$ cat config.mk
export PLATFORM = sky130hd
export DESIGN_NAME = usart_rx_fifo
export DESIGN_NICKNAME = d
export VERILOG_FILES = /design/src/rtl/usart_rx_fifo.sv
export SDC_FILE = /design/constraint.sdc
export NUM_CORES = 1
export LEC_CHECK = 0
export BUFFER_PORTS_ARGS = -buffer_cell sky130_fd_sc_hd__buf_2
export CAP_MARGIN = 20
export CORE_UTILIZATION = 30
export DETAILED_ROUTE_END_ITERATION = 16
export PLACE_DENSITY = 0.45
export SYNTH_ARGS = -nofsm -noshare
export SYNTH_HDL_FRONTEND = slang
export SYNTH_SLANG_ARGS = --single-unit
$ cat constraint.sdc
create_clock -name comm_clock -period 2.9 [get_ports comm_clock]
set_input_delay 0.29 -clock comm_clock [delete_from_list [all_inputs] [get_ports comm_clock]]
set_output_delay 0.29 -clock comm_clock [all_outputs]
set_load 0.01 [all_outputs]
$ cat src/rtl/usart_rx_fifo.sv
`timescale 1ns/1ps
// Receive buffer behind usart_rx. It takes one byte per available/acknowledge handshake
// and queues it with its framing-error flag in a first-word-fall-through FIFO.
module usart_rx_fifo #(
    parameter int DEPTH_LOG2 = 4
) (
    input  logic                  comm_clock,
    input  logic                  reset_n,
    input  logic [7:0]            rx_data,
    input  logic                  rx_available,
    input  logic                  rx_error,
    output logic                  rx_acknowledge,
    input  logic                  rd_strobe,
    output logic [7:0]            rd_data,
    output logic                  rd_error,
    output logic                  empty,
    output logic                  full,
    output logic [DEPTH_LOG2:0]   count,
    output logic                  overrun,
    input  logic                  clear,
    output logic                  fsm_state
);
    localparam int DEPTH = 1 << DEPTH_LOG2;
    localparam logic [DEPTH_LOG2:0] FULL_COUNT = (DEPTH_LOG2 + 1)'(DEPTH);

    typedef enum logic {IDLE = 1'b0, ACK = 1'b1} state_t;

    state_t                state;
    state_t                state_next;
    logic                  capture;
    logic                  pop;
    logic                  write;
    logic                  drop;
    logic [DEPTH_LOG2-1:0] wr_ptr;
    logic [DEPTH_LOG2-1:0] rd_ptr;
    logic [8:0]            mem [DEPTH];
    logic [8:0]            head;

    // Handshake: usart_rx raises rx_available with stable data; we capture on the
    // first IDLE edge, hold rx_acknowledge until rx_available falls, then return to IDLE.
    always_ff @(posedge comm_clock or negedge reset_n) begin
        if (!reset_n) state <= IDLE;
        else          state <= state_next;
    end

    always_comb begin
        state_next = state;
        capture    = 1'b0;
        case (state)
            IDLE: begin
                if (rx_available) begin
                    capture    = 1'b1;
                    state_next = ACK;
                end
            end
            ACK: begin
                if (!rx_available) state_next = IDLE;
            end
            default: state_next = IDLE;
        endcase
    end

    assign rx_acknowledge = (state == ACK);
    assign fsm_state      = (state == ACK);

    assign empty = (count == '0);
    assign full  = (count == FULL_COUNT);
    assign pop   = rd_strobe && !empty;
    // A pop on the same edge frees the slot, so a full FIFO can still accept.
    assign write = capture && (!full || pop);
    assign drop  = capture && full && !pop;

    always_ff @(posedge comm_clock or negedge reset_n) begin
        if (!reset_n) begin
            wr_ptr  <= '0;
            rd_ptr  <= '0;
            count   <= '0;
            overrun <= 1'b0;
        end else if (clear) begin
            wr_ptr  <= '0;
            rd_ptr  <= '0;
            count   <= '0;
            overrun <= 1'b0;
        end else begin
            if (write) wr_ptr <= wr_ptr + 1'b1;
            if (pop)   rd_ptr <= rd_ptr + 1'b1;
            if (write && !pop)      count <= count + 1'b1;
            else if (!write && pop) count <= count - 1'b1;
            if (drop) overrun <= 1'b1;
        end
    end

    always_ff @(posedge comm_clock) begin
        if (write && !clear) mem[wr_ptr] <= {rx_error, rx_data};
    end

    // Storage is unreset; mask the head while empty so outputs are defined.
    assign head     = mem[rd_ptr];
    assign rd_data  = empty ? 8'h00 : head[7:0];
    assign rd_error = empty ? 1'b0  : head[8];

endmodule

Yosys cells after proc, flatten, opt, wreduce, memory -nomap -nowiden
Memory sizes are Yosys's and may differ from the RTL's.
Cells that the tools add are included.

storage, ports and cells
  register bits after elaboration = 15
  bits of input ports = 14
  memories = 1
  bits in writable memories = 144

operators by class
  reductions and logical operators = 18
  mux-type cells = 15
  equality and inequality tests = 1
  add/subtract/negate cells = 4

memories
  name  words  width  read ports  clocked after Yosys merged registers in  write ports  RTL line  source
  mem   16     9      1           0                                        1            36        logic [8:0] mem [DEPTH];

operators with widths
  kind                   count
  $mux W4                4
  $mux W5                3
  $add A4 B1 Y4 const B  2
  $mux W8                1
  $logic_and A1 B1 Y1    7
  $mux W1                7
  $reduce_bool A2 Y1     3
  $add A5 B1 Y5 const B  1
  $eq A5 B5 Y1 const B   1
  $logic_not A1 Y1       5
  $logic_not A5 Y1       1
  $sub A5 B1 Y5 const B  1
  $reduce_bool A3 Y1     1
  $logic_or A1 B1 Y1     1

Depth between registers and ports, before layout
  word-level depth = 10
  depth in mapped cells = 9

Worst setup path before layout
No wires, ideal clock.

  kind = register to register
  from = register count[1]
  to = register count[2]
  buffers on the path = 1
  cell stages (with the launch flop) = 9
  path slack = 398 ps
  clock period less this slack = 2502 ps
  data required time = 2775 ps
  arrival time = 2377 ps
  path through = dfrtp_1 > or4_1 > buf_6 > o21ai_4 > nand2_1 > fa_1 > xnor2_1 > nor2_1 > mux2_4

on the way
  cells in the longest elaborated chain, start to end = 8
  elaborated cells between the ends (all ways) = 17
  those cells by class = add/sub: 2; eq/ne: 1; mux: 3; reduce/logical: 11

RTL lines
  element                                                                RTL line  source
  start: declaration                                                     18        output logic [DEPTH_LOG2:0] count,
  start signal: assignment                                               87        if (write && !pop) count <= count + 1'b1;
  start signal: assignment                                               88        else if (!write && pop) count <= count - 1'b1;
  parallel branches: the longest is 8 deep, another holds $sub A5 B1 Y5  -

Parallel ways; which one is timed is not known. The select of a mux whose other input is x is not followed.
A chain may end at the register's enable or synchronous reset.

Worst setup path in the final report
  from = register rd_ptr[1]
  to = output rd_data[0]

on the way
  cells in the longest elaborated chain, start to end = 2

RTL lines
  element                   RTL line  source
  start: declaration        35        logic [DEPTH_LOG2-1:0] rd_ptr;
  start signal: assignment  86        if (pop) rd_ptr <= rd_ptr + 1'b1;
  $mem_v2 Z16 W9            -
  $mux W8                   99        assign rd_data = empty ? 8'h00 : head[7:0];
  end: declaration          14        output logic [7:0] rd_data,

No other way between the ends.

==> out/qor.txt <==
CELLS AND AREA
----------------------------------------------------------------------------------------------------
Post-layout instance count excluding filler cells .....................................          699
N_diodes ..............................................................................            0
Fraction of layout instances using a drive strength above 1 ...........................        33.5%
Fill cell instance count of the final layout ..........................................         1976
Core Util, Final ......................................................................        36.9%
Register Area .........................................................................   4710 sq um
Area of the multi-input gates .........................................................   1770 sq um
Final nets ............................................................................          435
Layout overhead on the synthesized area ...............................................        19.5%

PLACE
----------------------------------------------------------------------------------------------------
Placer congestion estimate ............................................................        0.741
Final HPWL from detailed placement ....................................................      9.69 mm
Port Buf Inserts ......................................................................           32
Worst slack, placed ...................................................................     0.307 ns
Post-Place Cells ......................................................................          658

YOSYS
----------------------------------------------------------------------------------------------------
Post-synth EDFFs ......................................................................          144
Number of distinct library cells after synthesis ......................................           41
Synthesized instance count ............................................................          347
Cell accounting for the most synthesized area .........................................     edfxtp_1
Avg Inst Size Synth ...................................................................   19.0 sq um
Cell area after technology mapping ....................................................   6580 sq um
Synthesis warning total ...............................................................            0
Share of the yosys chip area belonging to registers ...................................        71.4%
Ranking of synthesized cells by area .................................................. edfxtp_1, mux4_2, dfrtp_1, a211oi_1, mux2i_1
Total of flip-flops plus latches after synthesis ......................................          159
Fraction of synthesized cell area taken by the top area cell type .....................        65.7%
Async SR Flop Fraction ................................................................        9.43%
Most used flip-flop cell after synthesis ..............................................     edfxtp_1
Net count after synthesis .............................................................          371

ROUTE
----------------------------------------------------------------------------------------------------
Wirelength, routed ....................................................................      14.7 mm
Vias per cell .........................................................................         4.83
Number of remaining DRC errors ........................................................            0
Antenna-violating nets left ...........................................................            0
DRC marker count from the first detailed-route iteration ..............................          193
Routed length per instance ............................................................      21.1 um
Detailed-routing iteration count for the pre-antenna-repair pass ......................            4
Total via count in the routed design ..................................................         3378

POWER AND IR DROP
----------------------------------------------------------------------------------------------------
Portion of total power attributed to combinational logic ..............................        22.2%
VDD IR max ............................................................................     0.461 mV
Cell internal pwr .....................................................................    0.00451 W
Power per cell area ...................................................................  796 nW/um^2
Static leakage ........................................................................      2.60 nW
Share of power burned in registers ....................................................        42.3%
Net switching component of the power ..................................................    0.00175 W
Proportion of total power due to net switching ........................................        27.9%
Overall power .........................................................................    0.00625 W
Relative contribution of the clock network to total power .............................        35.5%

FLOORPLANNING
----------------------------------------------------------------------------------------------------
Horizontal die dimension ..............................................................       150 um
Placeable Area ........................................................................  21300 sq um
Initial core utilization ..............................................................        30.9%
Vertical die dimension ................................................................       150 um
Number of ports placed on the die boundary ............................................           33
Number of placement rows ..............................................................           53
Die Area ..............................................................................  22500 sq um

WORST SETUP PATH
----------------------------------------------------------------------------------------------------
Kind of end point of the critical path ................................................ primary output
Type of the setup path with the least slack ........................................... flop to primary output
Worst-path fanout max .................................................................            7
Worst Setup Start Kind ................................................................         flop
Arrival time of the worst setup path ..................................................      2.45 ns
Data required time at the worst endpoint ..............................................      2.61 ns

TIMING
----------------------------------------------------------------------------------------------------
Final critical path time including I/O delays and setup ...............................      2.74 ns
Final Hold Violating Endpoints ........................................................            0
Final count of negative-setup-slack endpoints .........................................            0
Normalized max-slew margin ............................................................        28.1%
Slew at the pin with the worst max-slew slack .........................................      1.07 ns
Slew Viols, Final .....................................................................            0
Worst setup margin ....................................................................     0.162 ns
Setup repair after global routing missed its margin ...................................        false
Share of the clock period used by the worst path ......................................        94.4%
Maximum operating frequency ...........................................................    0.365 GHz
Clock tree skew after final layout ....................................................    0.0105 ns
Total negative slack ..................................................................         0 ns

CLOCK TREE
----------------------------------------------------------------------------------------------------
Deepest level of the CTS H-tree .......................................................            4
Clock sink count ......................................................................          159
Clock latency on the worst-skew pair ..................................................      0.42 ns
Longest Clk Path Bufs .................................................................            2
Clock-pin slew reported for the worst setup and hold paths after clock tree synthesis .      0.07 ns
Clock tree from TritonCTS .............................................................         done
CTS buffer count ......................................................................           17
Clock Tree Root .......................................................................    clkbuf_16

GRT
----------------------------------------------------------------------------------------------------
Number of antenna violations at the first check in global routing .....................            0
Global-route congestion overflow total ................................................            0
Maximum number of pins on one net before global-route repair ..........................           21
Vias in the first global route ........................................................         3547
Combined global-route utilization of all metal layers .................................        14.3%
Global-route wire length before repair ................................................      22.7 mm

STATUS
----------------------------------------------------------------------------------------------------
Result of the run ..................................................................... finished clean

HOLD PATH
----------------------------------------------------------------------------------------------------
Hold/Removal Path Class ............................................................... primary input to flop

RUN
----------------------------------------------------------------------------------------------------
Total of max-cap violations ...........................................................            0

## state kept, by name (all words and copies together) (netlist names)
signal and count:
count 5, fsm_state 1, mem 144, overrun 1, rd_ptr 4, wr_ptr 4
## power by group through the flow
stage                     clock, W  sequential, W  combinational [W]
after floorplan                  0        0.00266           0.000918
after global placement           0        0.00271            0.00136
after detailed placement         0        0.00271            0.00137
after CTS                  0.00227        0.00264            0.00143
after global routing       0.00235        0.00265            0.00153
final                      0.00222        0.00264            0.00139
## layer usage
layer	GRT usage, %	wire length, um	up-vias
met5	0	0	-
met4	3.94	78	0
met3	3.45	554	4
met2	22.7	7100	64
met1	19.6	7010	1782
li1	-	-	1528
## critical path, cell delays in order (launching register included)
cell and delay, ns:
dfrtp_4 0.45, buf_12 0.14, mux4_2 0.49, nor2b_1 0.14, a211oi_1 0.44, a211oi_1 0.15, buf_2 0.22
## stage by stage
step           hold slack (ns)  instance area, sq um
2_1_floorplan         -0.00559                  6580
3_3_place_gp             0.237                  7140
3_5_place_dp             0.235                  7180
4_1_cts                  0.241                  7820
5_1_grt                  0.255                  7860
6_report                 0.254                  7860
## cells in the mapped netlist, types with 2 or more instances
| library cell | number |
|---|---|
| a211oi_1 | 18 |
| a21oi_1 | 5 |
| a31oi_1 | 2 |
| and3_1 | 2 |
| buf_2 | 11 |
| clkbuf_1 | 5 |
| dfrtp_1 | 15 |
| edfxtp_1 | 144 |
| ha_1 | 9 |
| inv_1 | 3 |
| mux2_4 | 3 |
| mux2i_1 | 12 |
| mux4_2 | 36 |
| nand2_1 | 6 |
| nand2b_1 | 4 |
| nand3_1 | 2 |
| nand4_1 | 2 |
| nor2_1 | 27 |
| nor2b_1 | 13 |
| o211ai_1 | 3 |
| xnor2_1 | 2 |
| xor2_1 | 4 |
## final timing paths
| kind | to | slack [ns] | depth (start not counted) | from |
|---|---|---|---|---|
| max in group asynchronous | rd_ptr[1] | 2.27 | 2 | reset_n |
| worst max-delay path | rd_data[0] | 0.16 | 6 | rd_ptr[1] |
| worst min-delay path | mem[7][4] | 0.25 | 1 | rx_data[4] |
| worst min register to register | overrun | 0.51 | 2 | overrun |
| worst max register to register | count[4] | 0.27 | 8 | count[1] |
| min in group asynchronous | rd_ptr[2] | 0.32 | 2 | reset_n |
## placed cells by master (no fill, tap or decap), types with 4 or more instances in the layout
cell	netlist	final
dfrtp_1	15	12
a211oi_1	18	18
a21oi_1	5	5
clkbuf_16	0	17
nor2_1	27	27
nand2b_1	4	4
mux4_2	36	36
nor2b_1	13	13
buf_4	1	26
buf_2	11	32
edfxtp_1	144	144
inv_6	0	5
ha_1	9	9
nand2_1	6	6
xor2_1	4	4
mux2i_1	12	12
## logic make-up after synthesis
family          Yosys count  share of synthesized area, %
compound gates           35                          4.32
flops                   159                          71.4
buf+inv                  22                          1.64
mux                      52                          15.0
xor+xnor                  6                         0.799
simple gates             63                          4.77
fa+ha+maj                10                          2.02
## area by class of cell
class | count | share of cell area (%)
Clock buffer | 19 | 5.51
Tap cell | 275 | 4.38
Timing Repair Buffer | 64 | 5.61
Sequential cell | 159 | 59.9
Inverter | 3 | 0.143
Clock inverter | 13 | 1.94
Multi-Input combinational cell | 166 | 22.5
## repair_timing
item	CTS	global route
hold buffers	2	0
hold endpoints to repair	16	0
buffers inserted	3	0
setup endpoints to repair	4	1
resized for setup	1	1
(Power assumes the default switching activity.)
